<file path="src/rtl/station_dispatch_if.sv">
// station_dispatch_if: decoder-side push port and station-side broadcast/feed port of the dispatch queue
interface station_dispatch_if #(parameter int STATIONS = 4);
    logic                dec_valid;
    logic [31:0]         dec_iop;
    logic [2:0]          dec_iop_init;
    logic [15:0]         dec_pc;
    logic [15:0]         dec_k16;
    logic                dec_ready;
    logic                flush;
    logic [STATIONS-1:0] st_complete;
    logic [STATIONS-1:0] st_feed;
    logic [31:0]         st_iop;
    logic [2:0]          st_iop_init;
    logic [15:0]         st_pc;
    logic [15:0]         st_k16;
    logic [3:0]          q_count;
    modport master (
        output dec_valid, dec_iop, dec_iop_init, dec_pc, dec_k16, flush, st_complete,
        input  dec_ready, st_feed, st_iop, st_iop_init, st_pc, st_k16, q_count
    );
    modport slave (
        input  dec_valid, dec_iop, dec_iop_init, dec_pc, dec_k16, flush, st_complete,
        output dec_ready, st_feed, st_iop, st_iop_init, st_pc, st_k16, q_count
    );
endinterface

</file>
<file path="src/rtl/station_dispatch.sv">
// station_dispatch: decoded-iop FIFO that hands its head entry to the lowest-numbered idle reservation station
module station_dispatch #(
    parameter int DEPTH    = 4,
    parameter int STATIONS = 4
) (
    input logic clk,
    input logic a_rst,
    station_dispatch_if.slave bus
);
    localparam int AW = $clog2(DEPTH);
    logic [31:0]   mem_iop  [DEPTH];
    logic [2:0]    mem_init [DEPTH];
    logic [15:0]   mem_pc   [DEPTH];
    logic [15:0]   mem_k16  [DEPTH];
    logic [AW-1:0] wptr;
    logic [AW-1:0] rptr;
    logic [3:0]    count;
    logic          push;
    logic          pop;
    // Readiness comes from the registered count only, so a pop in the same cycle never frees a slot early
    assign bus.dec_ready = (count != 4'(DEPTH)) && !bus.flush;
    assign push = bus.dec_valid && bus.dec_ready;
    // Isolate the lowest idle station; the gate keeps an unknown st_complete off st_feed while empty
    assign bus.st_feed = (count != 4'd0 && !bus.flush) ? (bus.st_complete & (~bus.st_complete + STATIONS'(1))) : '0;
    assign pop = |bus.st_feed;
    assign bus.st_iop      = mem_iop[rptr];
    assign bus.st_iop_init = mem_init[rptr];
    assign bus.st_pc       = mem_pc[rptr];
    assign bus.st_k16      = mem_k16[rptr];
    assign bus.q_count     = count;
    // Queue state: pointers wrap naturally since DEPTH is a power of two; flush drops the queue but keeps storage
    always_ff @(posedge clk or posedge a_rst) begin
        if (a_rst) begin
            wptr  <= '0;
            rptr  <= '0;
            count <= '0;
            for (int i = 0; i < DEPTH; i++) begin
                mem_iop[i]  <= '0;
                mem_init[i] <= '0;
                mem_pc[i]   <= '0;
                mem_k16[i]  <= '0;
            end
        end else if (bus.flush) begin
            wptr  <= '0;
            rptr  <= '0;
            count <= '0;
        end else begin
            if (push) begin
                mem_iop[wptr]  <= bus.dec_iop;
                mem_init[wptr] <= bus.dec_iop_init;
                mem_pc[wptr]   <= bus.dec_pc;
                mem_k16[wptr]  <= bus.dec_k16;
                wptr           <= wptr + AW'(1);
            end
            if (pop)
                rptr <= rptr + AW'(1);
            if (push && !pop)
                count <= count + 4'd1;
            else if (pop && !push)
                count <= count - 4'd1;
        end
    end
endmodule

</file>
<file path="src/flat_wrapper.sv">
// flat-port wrapper written by rule: the top's interface ports become plain ports
module station_dispatch_flat 
#(
    parameter int DEPTH    = 4,
    parameter int STATIONS = 4
)
  (clk, a_rst, bus_dec_valid, bus_dec_iop, bus_dec_iop_init, bus_dec_pc, bus_dec_k16, bus_flush, bus_st_complete, bus_dec_ready, bus_st_feed, bus_st_iop, bus_st_iop_init, bus_st_pc, bus_st_k16, bus_q_count);
  station_dispatch_if #(.STATIONS(STATIONS)) bus_i ();
  input logic clk;
  input logic a_rst;
  input wire logic [$bits(bus_i.dec_valid)-1:0] bus_dec_valid;
  input wire logic [$bits(bus_i.dec_iop)-1:0] bus_dec_iop;
  input wire logic [$bits(bus_i.dec_iop_init)-1:0] bus_dec_iop_init;
  input wire logic [$bits(bus_i.dec_pc)-1:0] bus_dec_pc;
  input wire logic [$bits(bus_i.dec_k16)-1:0] bus_dec_k16;
  input wire logic [$bits(bus_i.flush)-1:0] bus_flush;
  input wire logic [$bits(bus_i.st_complete)-1:0] bus_st_complete;
  output wire logic [$bits(bus_i.dec_ready)-1:0] bus_dec_ready;
  output wire logic [$bits(bus_i.st_feed)-1:0] bus_st_feed;
  output wire logic [$bits(bus_i.st_iop)-1:0] bus_st_iop;
  output wire logic [$bits(bus_i.st_iop_init)-1:0] bus_st_iop_init;
  output wire logic [$bits(bus_i.st_pc)-1:0] bus_st_pc;
  output wire logic [$bits(bus_i.st_k16)-1:0] bus_st_k16;
  output wire logic [$bits(bus_i.q_count)-1:0] bus_q_count;
  assign bus_i.dec_valid = bus_dec_valid;
  assign bus_i.dec_iop = bus_dec_iop;
  assign bus_i.dec_iop_init = bus_dec_iop_init;
  assign bus_i.dec_pc = bus_dec_pc;
  assign bus_i.dec_k16 = bus_dec_k16;
  assign bus_i.flush = bus_flush;
  assign bus_i.st_complete = bus_st_complete;
  assign bus_dec_ready = bus_i.dec_ready;
  assign bus_st_feed = bus_i.st_feed;
  assign bus_st_iop = bus_i.st_iop;
  assign bus_st_iop_init = bus_i.st_iop_init;
  assign bus_st_pc = bus_i.st_pc;
  assign bus_st_k16 = bus_i.st_k16;
  assign bus_q_count = bus_i.q_count;
  station_dispatch #(.DEPTH(DEPTH), .STATIONS(STATIONS)) u_core (.clk(clk), .a_rst(a_rst), .bus(bus_i));
endmodule
</file>
<file path="config.mk">
export PLATFORM = sky130hd
export DESIGN_NAME = station_dispatch_flat
export DESIGN_NICKNAME = d
export VERILOG_FILES = /design/src/rtl/station_dispatch_if.sv /design/src/rtl/station_dispatch.sv /design/src/flat_wrapper.sv
export SDC_FILE = /design/constraint.sdc
export NUM_CORES = 1
export LEC_CHECK = 0
export ABC_CLOCK_PERIOD_IN_PS = 7890
export BUFFER_PORTS_ARGS = -buffer_cell sky130_fd_sc_hd__buf_4
export CORE_MARGIN = 4
export CORE_UTILIZATION = 52
export CTS_BUF_LIST = sky130_fd_sc_hd__clkbuf_8 sky130_fd_sc_hd__clkbuf_16
export CTS_CLUSTER_SIZE = 8
export DETAILED_ROUTE_END_ITERATION = 7
export PLACE_DENSITY = 0.8
export SLEW_MARGIN = 20
export SYNTH_ARGS = -nofsm -noshare
export SYNTH_HDL_FRONTEND = slang
export SYNTH_SLANG_ARGS = --single-unit
</file>
<file path="constraint.sdc">
create_clock -name clk -period 7.89 [get_ports clk]
set_clock_uncertainty 0.2 [all_clocks]
set_input_delay 0.3945 -clock clk [delete_from_list [all_inputs] [get_ports clk]]
set_output_delay 0.3945 -clock clk [all_outputs]
set_load 0.01 [all_outputs]
</file>
== Word level (Yosys, flattened, before mapping) ==
Index checks and enable logic that the tools add are counted.

* Add/subtract/negate cells: 5
* Magnitude comparators: 3
* Equality and inequality tests: 1
* Muxes and demuxes: 30
* Bitwise logic cells: 5
* Reduce and logical (&&, ||, !) cells: 15

{| class="wikitable"
|+ Operators with widths
! cell !! number
|-
| $bwmux W128 || 1
|-
| $bwmux W64 || 2
|-
| $mux W32 || 3
|-
| $mux W16 || 5
|-
| $bmux W16 S2 || 2
|-
| $bmux W32 S2 || 1
|-
| $demux W32 S2 || 1
|-
| $demux W16 S2 || 1
|-
| $mux W4 || 4
|-
| $bwmux W12 || 1
|-
| $mux W3 || 3
|-
| $add A4 B1 Y4 const B || 2
|-
| $mux W2 || 4
|-
| $bmux W3 S2 || 1
|-
| $demux W3 S2 || 1
|-
| $ge A3 B3 Y1 const B || 2
|-
| $logic_and A1 B1 Y1 || 6
|-
| $not A2 Y3 || 2
|-
| $add A2 B1 Y2 const B || 2
|-
| $and A4 B4 Y4 || 1
|-
| $ne A4 B3 Y1 const B || 1
|-
| $not A4 Y4 || 1
|-
| $reduce_bool A2 Y1 || 2
|-
| $reduce_bool A4 Y1 || 1
|-
| 7 further kinds || 9
|}

* Bits in registers: 276
* Output and inout port bits: 76
* Word-level logic and storage cells: 78

== Depth between registers and ports, before layout ==
Gate-level depths: netlist of run 1.

* Word-level depth: 9
* Depth in mapped cells: 11

== Worst setup path before layout of run 1 ==
OpenSTA, ideal clock, no wires.

* Path kind: register to register
* Start: reg u_core.count[1], in the netlist u_core.bus.q_count[1]
* End: reg u_core.count[3], in the netlist u_core.bus.q_count[3]
* Library setup time: 0.128 ns
* Data arrival time: 2.268 ns
* Path slack: 5.293 ns
* Cell stages (with the launch flop): 10
* Path buffers: 0
* Cell sequence: dfrtp_1 nor4_1 nor3_2 nand2b_1 ha_1 a21o_1 a21oi_1 nand3b_1 a41oi_1 o21ai_1

* Cells in the longest elaborated chain, start to end: 8

{| class="wikitable"
|+ RTL lines
! element !! line !! source
|-
| start, declared || station_dispatch.sv:17 || <nowiki>logic [3:0] count;</nowiki>
|-
| start signal, assigned || station_dispatch.sv:58 || <nowiki>count <= count + 4'd1;</nowiki>
|-
| start signal, assigned || station_dispatch.sv:60 || <nowiki>count <= count - 4'd1;</nowiki>
|-
| $reduce_bool A4 Y1 || station_dispatch.sv:24 || <nowiki>assign bus.st_feed = (count != 4'd0 && !bus.flush) ? (bus.st_complete & (~bus.st_complete + STATIONS'(1))) : ' ...</nowiki>
|-
| $logic_and A1 B1 Y1 || station_dispatch.sv:24 ||
|-
| $mux W4 || station_dispatch.sv:24 ||
|-
| $reduce_or A4 Y1 || station_dispatch.sv:25 || <nowiki>assign pop = |bus.st_feed;</nowiki>
|-
| $logic_not A1 Y1 || station_dispatch.sv:57 || <nowiki>if (push && !pop)</nowiki>
|-
| $logic_and A1 B1 Y1 || station_dispatch.sv:57 ||
|-
| $mux W4 || station_dispatch.sv:57 ||
|-
| $mux W4 || station_dispatch.sv:43 || <nowiki>end else if (bus.flush) begin</nowiki>
|}

Several ways; a longest one is shown, not always the timed one. The select of a mux whose other input is x is not followed.
A chain may end at the register's enable or synchronous reset.

== Worst setup path in the final report of run 1 ==
* Start: reg u_core.rptr[0]
* End: out bus_st_iop_init[2]

* Cells in the longest elaborated chain, start to end: 4

{| class="wikitable"
|+ RTL lines
! element !! line !! source
|-
| start, declared || station_dispatch.sv:16 || <nowiki>logic [AW-1:0] rptr;</nowiki>
|-
| start signal, assigned || station_dispatch.sv:56 || <nowiki>rptr <= rptr + AW'(1);</nowiki>
|-
| $not A2 Y3 (implied by the code) || station_dispatch.sv:27 || <nowiki>assign bus.st_iop_init = mem_init[rptr];</nowiki>
|-
| $bmux W3 S2 || station_dispatch.sv:27 ||
|-
| $mux W3 (implied by the code) (2 in series) || station_dispatch.sv:27 ||
|-
| end, declared || flat_wrapper.sv:21 || <nowiki>output wire logic [$bits(bus_i.st_iop_init)-1:0] bus_st_iop_init;</nowiki>
|}

No other way between the ends. The select of a mux whose other input is x is not followed.

==> results of run 1 <==
cell type report:
class,instances,share of cell area [%]
repair buffers,225,12.34
multi-input cells,384,32.42
clock inverters,3,0.1396
flip-flops and latches,276,45.39
well taps,313,2.571
clock buffers,43,6.916
diodes,2,0.03285
inverters,7,0.1971
critical path: stages (launching register included):
cell	delay (ps)
dfrtp_4	870
buf_4	710
mux4_2	630
buf_4	170
stage by stage:
stage | setup WS [ps] | instances
floorplan | 3644 | 713
global placement | 4874 | 1136
detailed placement | 4832 | 1136
CTS | 4285 | 1250
global route | 4147 | 1253
finish | 4389 | 1253
cell usage after synthesis (all sizes together):
cell type  instances  area (um^2)
a21o               1        7.510
a21oi              3        26.28
a41oi              1        8.760
and2               1        6.260
and3               2        12.51
and4b              1        10.01
buf               44        325.3
clkbuf             2        7.510
dfrtp            276         6907
fa                 1        20.02
ha                 6        75.07
inv                7        26.28
mux2             270         3040
mux4              67         1509
nand2              7        36.28
nand2b             3        18.77
nand3b             1        7.510
nor2               5        18.77
nor3               2        20.02
nor4               2        12.51
nor4b              1        8.760
o21a               2        15.01
o21ai              1        5.000
o2bb2ai            2        17.52
o31ai              1        7.510
xnor2              2        17.52
xor2               2        17.52
power by group through the flow:
stage	clock network [W]	registers, W	logic, W
after global routing	0.00159	0.00257	0.00214
final	0.00149	0.00249	0.00197
after detailed placement	0	0.00252	0.00193
after CTS	0.00153	0.00251	0.00197
after global placement	0	0.00251	0.00187
after floorplan	0	0.00233	0.00136
kinds of logic (layout without fill, tap and decap cells):
group                      count (synthesis)  after routing  share of synthesized area, %
xor gates and xnor gates                   4              4                        0.2876
and+or+nand+nor                           25             25                         1.243
buffers and inverters                     53            278                         2.947
other                                      0              2                             0
AOI/OAI and AO/OA                         11             11                        0.7189
DFF                                      276            276                         56.69
muxes                                    337            337                         37.34
adders and majority gates                  7              7                        0.7804
placed cells by master, fill, tap and decap left out, types with 2 or more instances in the layout:
master and instances:
dfrtp_1 274, mux2_1 120, o21a_1 2, xor2_1 2, nand2b_1 3, diode_2 2, clkbuf_16 41, o2bb2ai_1 2
inv_6 2, clkbuf_8 2, inv_1 7, buf_4 156, mux2_2 150, nand2_4 4, nor3_2 2, a21oi_1 2
nor2_1 5, dlygate4sd3_1 68, and3_1 2, mux4_2 67, ha_1 6, xnor2_1 2, dfrtp_4 2, nor4_1 2
nand2_1 3
state kept, by name, summed over array words and instances (netlist names):
name                cells
u_core.bus.q_count      4
u_core.mem_iop        128
u_core.rptr             2
u_core.mem_init        12
u_core.mem_pc          64
u_core.mem_k16         64
u_core.wptr             2
worst min-delay path by stage:
stage,cells past startpoint,to,from
final,3,u_core.mem_pc[58]$_DFFE_PP0P_,a_rst
after global placement,1,u_core.mem_pc[48]$_DFFE_PP0P_,u_core.mem_pc[48]$_DFFE_PP0P_
after floorplan,1,u_core.mem_iop[32]$_DFFE_PP0P_,u_core.mem_iop[32]$_DFFE_PP0P_
after detailed placement,1,u_core.mem_iop[37]$_DFFE_PP0P_,u_core.mem_iop[37]$_DFFE_PP0P_
after CTS,3,u_core.mem_pc[30]$_DFFE_PP0P_,a_rst
after global routing,3,u_core.mem_pc[58]$_DFFE_PP0P_,a_rst
timing repair:
item                      4_1_cts  5_1_grt
gates resized for setup         0        0
hold endpoints to repair      271        0
buffers inserted                0        0
hold buffers                   68        0
per-layer routing:
layer	up-vias	part of all wire [%]	track usage [%]	routed length [um]
met5	-	0	0	0
met1	3689	44	26.85	11030
met4	0	2.1	5.545	532
li1	3088	-	-	-
met2	147	49	33.23	12260
met3	42	4.7	4.312	1170
==> impl_metrics.tcl, run 1 <==
set metrics [dict create \
    outcome "complete, but fails checks" \
    violations "negative hold slack" \
    firstDrtPassIters 4 \
    drt-wirelength-per-cell_um 19.94 \
    grt_max_degree 79 \
    htree_levels 2 \
    startpoint "u_core.rptr[0]$_DFFE_PP0P_" \
    vdd_drop_max_mv 0.2435 \
    first_iter_violations 274 \
    final_area_um2 15230 \
    multi_input_area_um2 4938 \
    max_freq_mhz 285.7 \
    critPathMaxFanout 36 \
    maxSlewViolCount 0 \
    cts_root_buf "clkbuf_16" \
    max_cap_viol_count 0 \
    pwr-share-comb_pct 33.1 \
    tritoncts "yes" \
    grtUsageTotal_pct 19.93 \
    crit_arrival_ps 2910 \
    postRouteAntennaNets 0 \
    drive_gt1_share_pct 45.74 \
    via_count 6966 \
    seqCellArea_um2 6914 \
    r2r_slack_ps 5000 \
    n_fill_cell 1575 \
    design.core.area_um2 22850 \
    switching_share_pct 28.28 \
    cts_buffers 40 \
    portBuffers 150 \
    cts_sinks 276 \
    routed_wl_um 24990 \
    syn_area_per_cell_um2 17.09 \
    startpoint_type "flop" \
    num_rows 55 \
    crit_type "flop to output port" \
    power_w 0.005940 \
    io-pin-count 151 \
    rsz0062_at_grt "false" \
    clk_pin_slew_worst_paths_ps 50 \
    dieArea_um2 25940 \
    clock_path_buffers 3 \
    syn-cell-area_um2 12180 \
    antenna_found_initial 2 \
    p_sw_w 0.001680 \
    die_h_um 161.1 \
    viasPerCell 5.559 \
    min_path_type "primary input to asynchronous set/reset pin" \
    drc 0 \
    r2r_start "u_core.bus.q_count[1]$_DFFE_PP0P_" \
    nNetsFinal 1016 \
    period_minus_slack_ps 3501 \
    hpwl_um 14570 \
    dpl-instance-area_um2 13450 \
    leakage_nw 6.900 \
    floorplan.initialDensity_pct 53.33 \
    ys_types 32 \
    finalHoldViolCount 29 \
    gp_congestion 0.7585 \
    worst_pin_slew_ps 1084 \
    cp.required_ps 7300 \
    crit_end "bus_st_iop_init[2]" \
    synth.yosys.seq_area_share_pct 56.69 \
    cp-end-kind "output port" \
    syn2layout_area_growth_pct 25.03 \
    internal_power_w 0.004260 \
    fin_crit_sh_pct 44.37 \
    synthesis.nets 795 \
    slew_headroom_pct 27.72 \
    p_seq_share_pct 41.9 \
    die_w_um 161.1 \
    clock_power_share_pct 25.0 \
    hold_slack_ps -24.52 \
    rr_endpoint "u_core.bus.q_count[3]$_DFFE_PP0P_" \
    ys_seq_elements 276 \
    final_util_pct 66.68 \
    synthCells 713 \
    r2r_cells 9 \
    yosysWarnings 0 \
    grt_pass1_wl_um 41940 \
    power.density_nw_per_um2 389.9 \
    worstSkewPairLatency_ps 500 \
    tns_ps 0 \
    grt_pass1_vias 7825 \
    grt_overflow 0 \
    finalSetupViolCount 0 \
]
Power figures use the tool's default switching activity.
==> run 2, diff against run 1 <==
ABC_AREA = 1   (was not set)
ABC_CLOCK_PERIOD_IN_PS = 3290   (was 7890)
CORE_UTILIZATION = 59   (was 52)
PLACE_DENSITY = 0.85   (was 0.8)
clock period = 3.29 ns   (was 7.89 ns; I/O delays follow)
==> impl_metrics.tcl, run 2 <==
set metrics [dict create \
    async_reset_ff_share_pct 100.0 \
    hpwl_um 20550 \
    syn_area_per_cell_um2 7.886 \
    crit_end "bus_st_iop[0]" \
    nNetsFinal 1881 \
    viasPerCell 6.004 \
    netlist.area_leader.share_pct 53.60 \
    cp.required_ps 2930 \
    most-common-layout-cells "nand2_1, dfrtp_1, o21ai_0, buf_4, o21ai_1" \
    fin_crit_sh_pct 84.31 \
    power_w 0.01425 \
    min_path_type "primary input to flop" \
    routed_wl_um 38790 \
    holdPathStages 7 \
    grtUsageTotal_pct 31.68 \
    synthesis.nets 1716 \
    cts_resized 0 \
    rsz0062_at_grt "false" \
    final_common_cell "nand2_1" \
    vdd_drop_max_mv 0.5907 \
    grt_pass1_vias 12470 \
    regMostFlops "u_core.mem_iop" \
    crit_arrival_ps 2410 \
    hold_slack_ps 99.26 \
    dieArea_um2 24270 \
    drive_gt1_share_pct 13.37 \
    post_cts_buffers 0 \
    tns_ps 0 \
    first_iter_violations 1360 \
    crit_type "flop to output port" \
    cts_buffers 40 \
    yosys.area.top_type "dfrtp_1" \
    maxSlewViolCount 0 \
    num_antenna_cells 0 \
    finalSetupViolCount 0 \
    dpl-instance-area_um2 14150 \
    multi_input_area_um2 5340 \
    portBuffers 150 \
    final_area_um2 15970 \
    max_cap_viol_count 0 \
    grt_max_degree 145 \
    r2r_cells 15 \
    startpoint "u_core.rptr[1]$_DFFE_PP0P_" \
    n_fill_cell 1488 \
    clk_pin_slew_worst_paths_ps 50 \
    worstSkewPairLatency_ps 510 \
    power.density_nw_per_um2 892.1 \
    ys_types 23 \
    dp_slack_ps 719.6 \
    critPathMaxFanout 30 \
    finalHoldViolCount 0 \
    floorplan.initialDensity_pct 60.73 \
    io-pin-count 151 \
    worst_pin_slew_ps 845.6 \
    drc 0 \
    outcome "finished, final reports clean" \
    period_minus_slack_ps 2774 \
    clock_path_buffers 3 \
    startpoint_type "flop" \
    die_h_um 155.8 \
    grt_pass1_wl_um 62780 \
    postRouteAntennaNets 0 \
    design.core.area_um2 21220 \
    firstDrtPassIters 6 \
    yosysWarnings 0 \
    leakage_nw 8.078 \
    synthCells 1634 \
    syn-cell-area_um2 12890 \
    via_count 12470 \
    cts_root_buf "clkbuf_16" \
    synth_edf_count 0 \
    r2r_start "u_core.bus.q_count[2]$_DFFE_PP0P_" \
    ys_seq_elements 276 \
    slew_headroom_pct 43.51 \
    syn2layout_area_growth_pct 23.93 \
    die_w_um 155.8 \
    htree_levels 2 \
    ys_top_cells_by_area "dfrtp_1, nand2_1, o21ai_0" \
    gp_congestion 0.8295 \
    synth.yosys.seq_area_share_pct 53.60 \
    rr_endpoint "u_core.bus.q_count[3]$_DFFE_PP0P_" \
    cp-end-kind "output port" \
    cts_sinks 276 \
    synth_common_cells "nand2_1, dfrtp_1, o21ai_0" \
    drt-wirelength-per-cell_um 18.68 \
    biggestRegsByFlops "u_core.mem_iop: 128 flops, u_core.mem_k16: 64 flops, u_core.mem_pc: 64 flops" \
    grt_overflow 0 \
    antenna_found_initial 0 \
    layout_setup_ws_ps 516.2 \
    num_rows 53 \
    largest_register_ffs 128 \
    tritoncts "yes" \
    seqCellArea_um2 6912 \
    synth.most_common_cell "nand2_1" \
    max_freq_mhz 360.5 \
    r2r_slack_ps 690 \
    synthFlopType "dfrtp_1" \
]
[run 2: cell type report]
type / count / area share [%]
sequential: 276 / 43.28
multi-input combinational: 1207 / 33.44
timing repair buffer: 252 / 13.68
clock buffer: 42 / 6.581
tap: 275 / 2.154
inverter: 22 / 0.5563
clock inverter: 3 / 0.3134
[run 2: timing repair]
item	in CTS	in global routing
setup endpoints to repair	0	0
hold endpoints to repair	305	0
hold buffers	72	0
[run 2: how the worst min path moves through the flow]
| stage | slack, ps | start | to |
|---|---|---|---|
| 3_5_place_dp | 170 | a_rst | u_core.rptr[0]$_DFFE_PP0P_ |
| 5_1_grt | 180 | bus_st_complete[2] | u_core.rptr[1]$_DFFE_PP0P_ |
| 6_report | 100 | bus_st_complete[2] | u_core.rptr[1]$_DFFE_PP0P_ |
| 3_3_place_gp | 170 | a_rst | u_core.bus.q_count[2]$_DFFE_PP0P_ |
| 2_1_floorplan | 80 | bus_dec_iop[0] | u_core.mem_iop[0]$_DFFE_PP0P_ |
| 4_1_cts | 60 | bus_st_complete[2] | u_core.rptr[1]$_DFFE_PP0P_ |
[run 2: power by group]
group	total (W)	internal, W	switching (W)	leakage [nW]
registers	0.00565	0.00489	0.000764	3.56
clock network	0.00371	0.00231	0.00140	0.544
logic	0.00489	0.00193	0.00296	3.97
total	0.0142	0.00913	0.00512	8.08
[run 2: kinds of logic after synthesis]
kind of cell | after synthesis | synth area share (%)
AND/OR/NAND/NOR | 722 | 21.23
flip-flops | 276 | 53.60
AO/OA/AOI/OAI | 477 | 19.18
adder cells (fa/ha/maj) | 7 | 0.7379
XOR/XNOR | 1 | 0.06798
buffers and inverters | 151 | 5.195
[run 2: metrics by stage]
stage,std cells,util [%]
after floorplan,1634,-
after global placement,1960,66.67
after detailed placement,1960,66.67
after CTS,2077,75.26
after global routing,2077,75.26
final,2077,75.26
[run 2: routing by layer]
layer	track usage (%)	up-vias	part of all wire (%)
met2	53.81	660	50
met5	0	-	0
li1	-	5687	-
met1	41.12	6007	38
met3	5.298	117	8.9
met4	11.96	0	3.0
[run 2: critical path: stages, from the launching register on]
cell and delay (ps):
dfrtp_2 630, inv_2 240, buf_4 370, o21ai_0 160, o22ai_1 280, buf_4 200
==> run 3, diff against run 2 <==
ABC_AREA = 0   (was 1)
ABC_CLOCK_PERIOD_IN_PS = 2400   (was 3290)
CORE_UTILIZATION = 52   (was 59)
PLACE_DENSITY = 0.8   (was 0.85)
clock period = 2.4 ns   (was 3.29 ns; I/O delays follow)
==> impl_metrics.tcl, run 3 (synthesis results as in run 1) <==
set metrics [dict create \
    min_path_type "primary input to flop" \
    layout_setup_ws_ps 69.68 \
    cts_buffers 40 \
    grt_max_degree 110 \
    switching_share_pct 28.09 \
    fin_crit_sh_pct 97.10 \
    rsz0062_at_grt "true" \
    io-pin-count 151 \
    p_sw_w 0.005548 \
    startpoint_type "flop" \
    maxSlewViolCount 0 \
    hpwl_um 15660 \
    worst_pin_slew_ps 586.7 \
    clk_pin_slew_worst_paths_ps 50 \
    crit_buf_inv 2 \
    critPathMaxFanout 37 \
    startpoint "u_core.rptr[0]$_DFFE_PP0P_" \
    design.core.area_um2 22850 \
    routed_wl_um 24890 \
    final_common_cell "dfrtp_1" \
    clock_path_buffers 3 \
    min-delay-start "bus_dec_valid" \
    p_seq_share_pct 40.7 \
    largest_register_ffs 128 \
    htree_levels 2 \
    antenna_found_initial 0 \
    num_rows 55 \
    crit_arrival_ps 2010 \
    drc 0 \
    syn2layout_area_growth_pct 28.32 \
    die_w_um 161.1 \
    r2r_slack_ps 100 \
    biggestRegsByFlops "u_core.mem_iop: 128 flops, u_core.mem_k16: 64 flops, u_core.mem_pc: 64 flops" \
    r2r_start "u_core.bus.q_count[2]$_DFFE_PP0P_" \
    timing.critical_path.max_delay_family "multiplexers" \
    crit_slowest_cell "mux4_2" \
    die_h_um 161.1 \
    max_freq_mhz 429.1 \
    cp-end-kind "output port" \
    pwr-share-comb_pct 34.8 \
    cts_root_buf "clkbuf_16" \
    clock_power_share_pct 24.5 \
    viasPerCell 5.529 \
    crit_type "flop to output port" \
    timing.critical_path.cells "buf_16 -> mux4_2 -> buf_6" \
    internal_power_w 0.01420 \
    leakage_nw 7.095 \
    cts_sinks 276 \
    most-common-layout-cells "dfrtp_1, buf_4, mux2_2, mux2_1, dlygate4sd3_1" \
    grt_pass1_vias 7850 \
    cpPeakStageDelay_ps 610 \
    regMostFlops "u_core.mem_iop" \
    worstSkewPairLatency_ps 500 \
    dieArea_um2 25940 \
    drive_gt1_share_pct 47.40 \
    firstDrtPassIters 4 \
    final_util_pct 68.43 \
    period_minus_slack_ps 2330 \
    power.density_nw_per_um2 1263 \
    grt_overflow 0 \
    portBuffers 150 \
    vdd_drop_max_mv 0.6904 \
    dp_slack_ps 2.094 \
    cp.required_ps 2080 \
    nNetsFinal 1041 \
    finalHoldViolCount 0 \
    outcome "finished, final reports clean" \
    tritoncts "yes" \
    max_cap_viol_count 0 \
    first_iter_violations 274 \
    grtUsageTotal_pct 19.70 \
    via_count 7049 \
    gp_congestion 0.7598 \
    num_antenna_cells 0 \
    floorplan.initialDensity_pct 53.33 \
    drt-wirelength-per-cell_um 19.52 \
    postRouteAntennaNets 0 \
    slew_headroom_pct 60.89 \
    grt_pass1_wl_um 41610 \
    finalSetupViolCount 0 \
]
run 3: power groups by stage:
stage	Sequential (W)	Combinational, W	Clock, W
after floorplan	0.00769	0.00448	0
final	0.00803	0.00688	0.00484
after global routing	0.00829	0.00746	0.00519
after global placement	0.00794	0.00660	0
after detailed placement	0.00806	0.00678	0
after CTS	0.00801	0.00689	0.00498
run 3: layout make-up:
| cell class | count | area [um^2] |
|---|---|---|
| clock buffers | 40 | 1001 |
| well taps | 313 | 391.6 |
| clock inverters | 5 | 62.56 |
| flip-flops and latches | 276 | 6917 |
| repair buffers | 250 | 2261 |
| fillers | 1519 | 7212 |
| multi-input cells | 384 | 4972 |
| inverters | 7 | 30.03 |
run 3: metrics by stage:
stage / instance area [um^2] / cells / TNS (ps) / power [W] / hold WS [ps]
floorplan: 12200 / 713 / -433740 / 0.01217 / 51.68
global placement: 13820 / 1160 / 0 / 0.01454 / -89.79
detailed placement: 13820 / 1160 / 0 / 0.01484 / -94.18
CTS: 15580 / 1275 / 0 / 0.01988 / 19.73
global route: 15640 / 1275 / -69.07 / 0.02094 / 78.42
finish: 15640 / 1275 / 0 / 0.01975 / 65.85
run 3: final timing paths:
check,endpoint,cells past startpoint
setup / recovery,bus_st_pc[7],3
hold / removal,u_core.wptr[1]$_DFFE_PP0P_,6
setup reg to reg,u_core.bus.q_count[3]$_DFFE_PP0P_,9
hold reg to reg,u_core.mem_iop[35]$_DFFE_PP0P_,1
max in group asynchronous,u_core.mem_k16[24]$_DFFE_PP0P_,5
min in group asynchronous,u_core.mem_iop[17]$_DFFE_PP0P_,4
run 3: repair_timing:
| item | 4_1_cts | 5_1_grt |
|---|---|---|
| endpoints found under the setup margin | 1 | 20 |
| endpoints found under the hold margin | 492 | 0 |
| pin swaps | 1 | 3 |
| hold buffers | 70 | 0 |
| gates resized for setup | 0 | 13 |
| setup buffers | 0 | 0 |
run 3: metal layers:
| layer | part of all wire (%) | track usage, % | wire (um) | up-vias |
|---|---|---|---|---|
| met4 | 2.2 | 5.777 | 546 | 0 |
| met3 | 4.5 | 3.930 | 1129 | 45 |
| met1 | 44 | 26.67 | 10830 | 3695 |
| li1 | - | - | - | 3152 |
| met2 | 50 | 32.83 | 12380 | 157 |
| met5 | 0 | 0 | 0 | - |
run 3: worst register-to-register path, cell delays in order, from the launching register on:
cell and delay, ps:
dfrtp_1 410, nor4_4 330, nor3_2 90, nand2b_4 170, ha_1 280, a21o_1 190
a21oi_2 140, nand3b_1 120, a41oi_2 170, o21ai_1 80
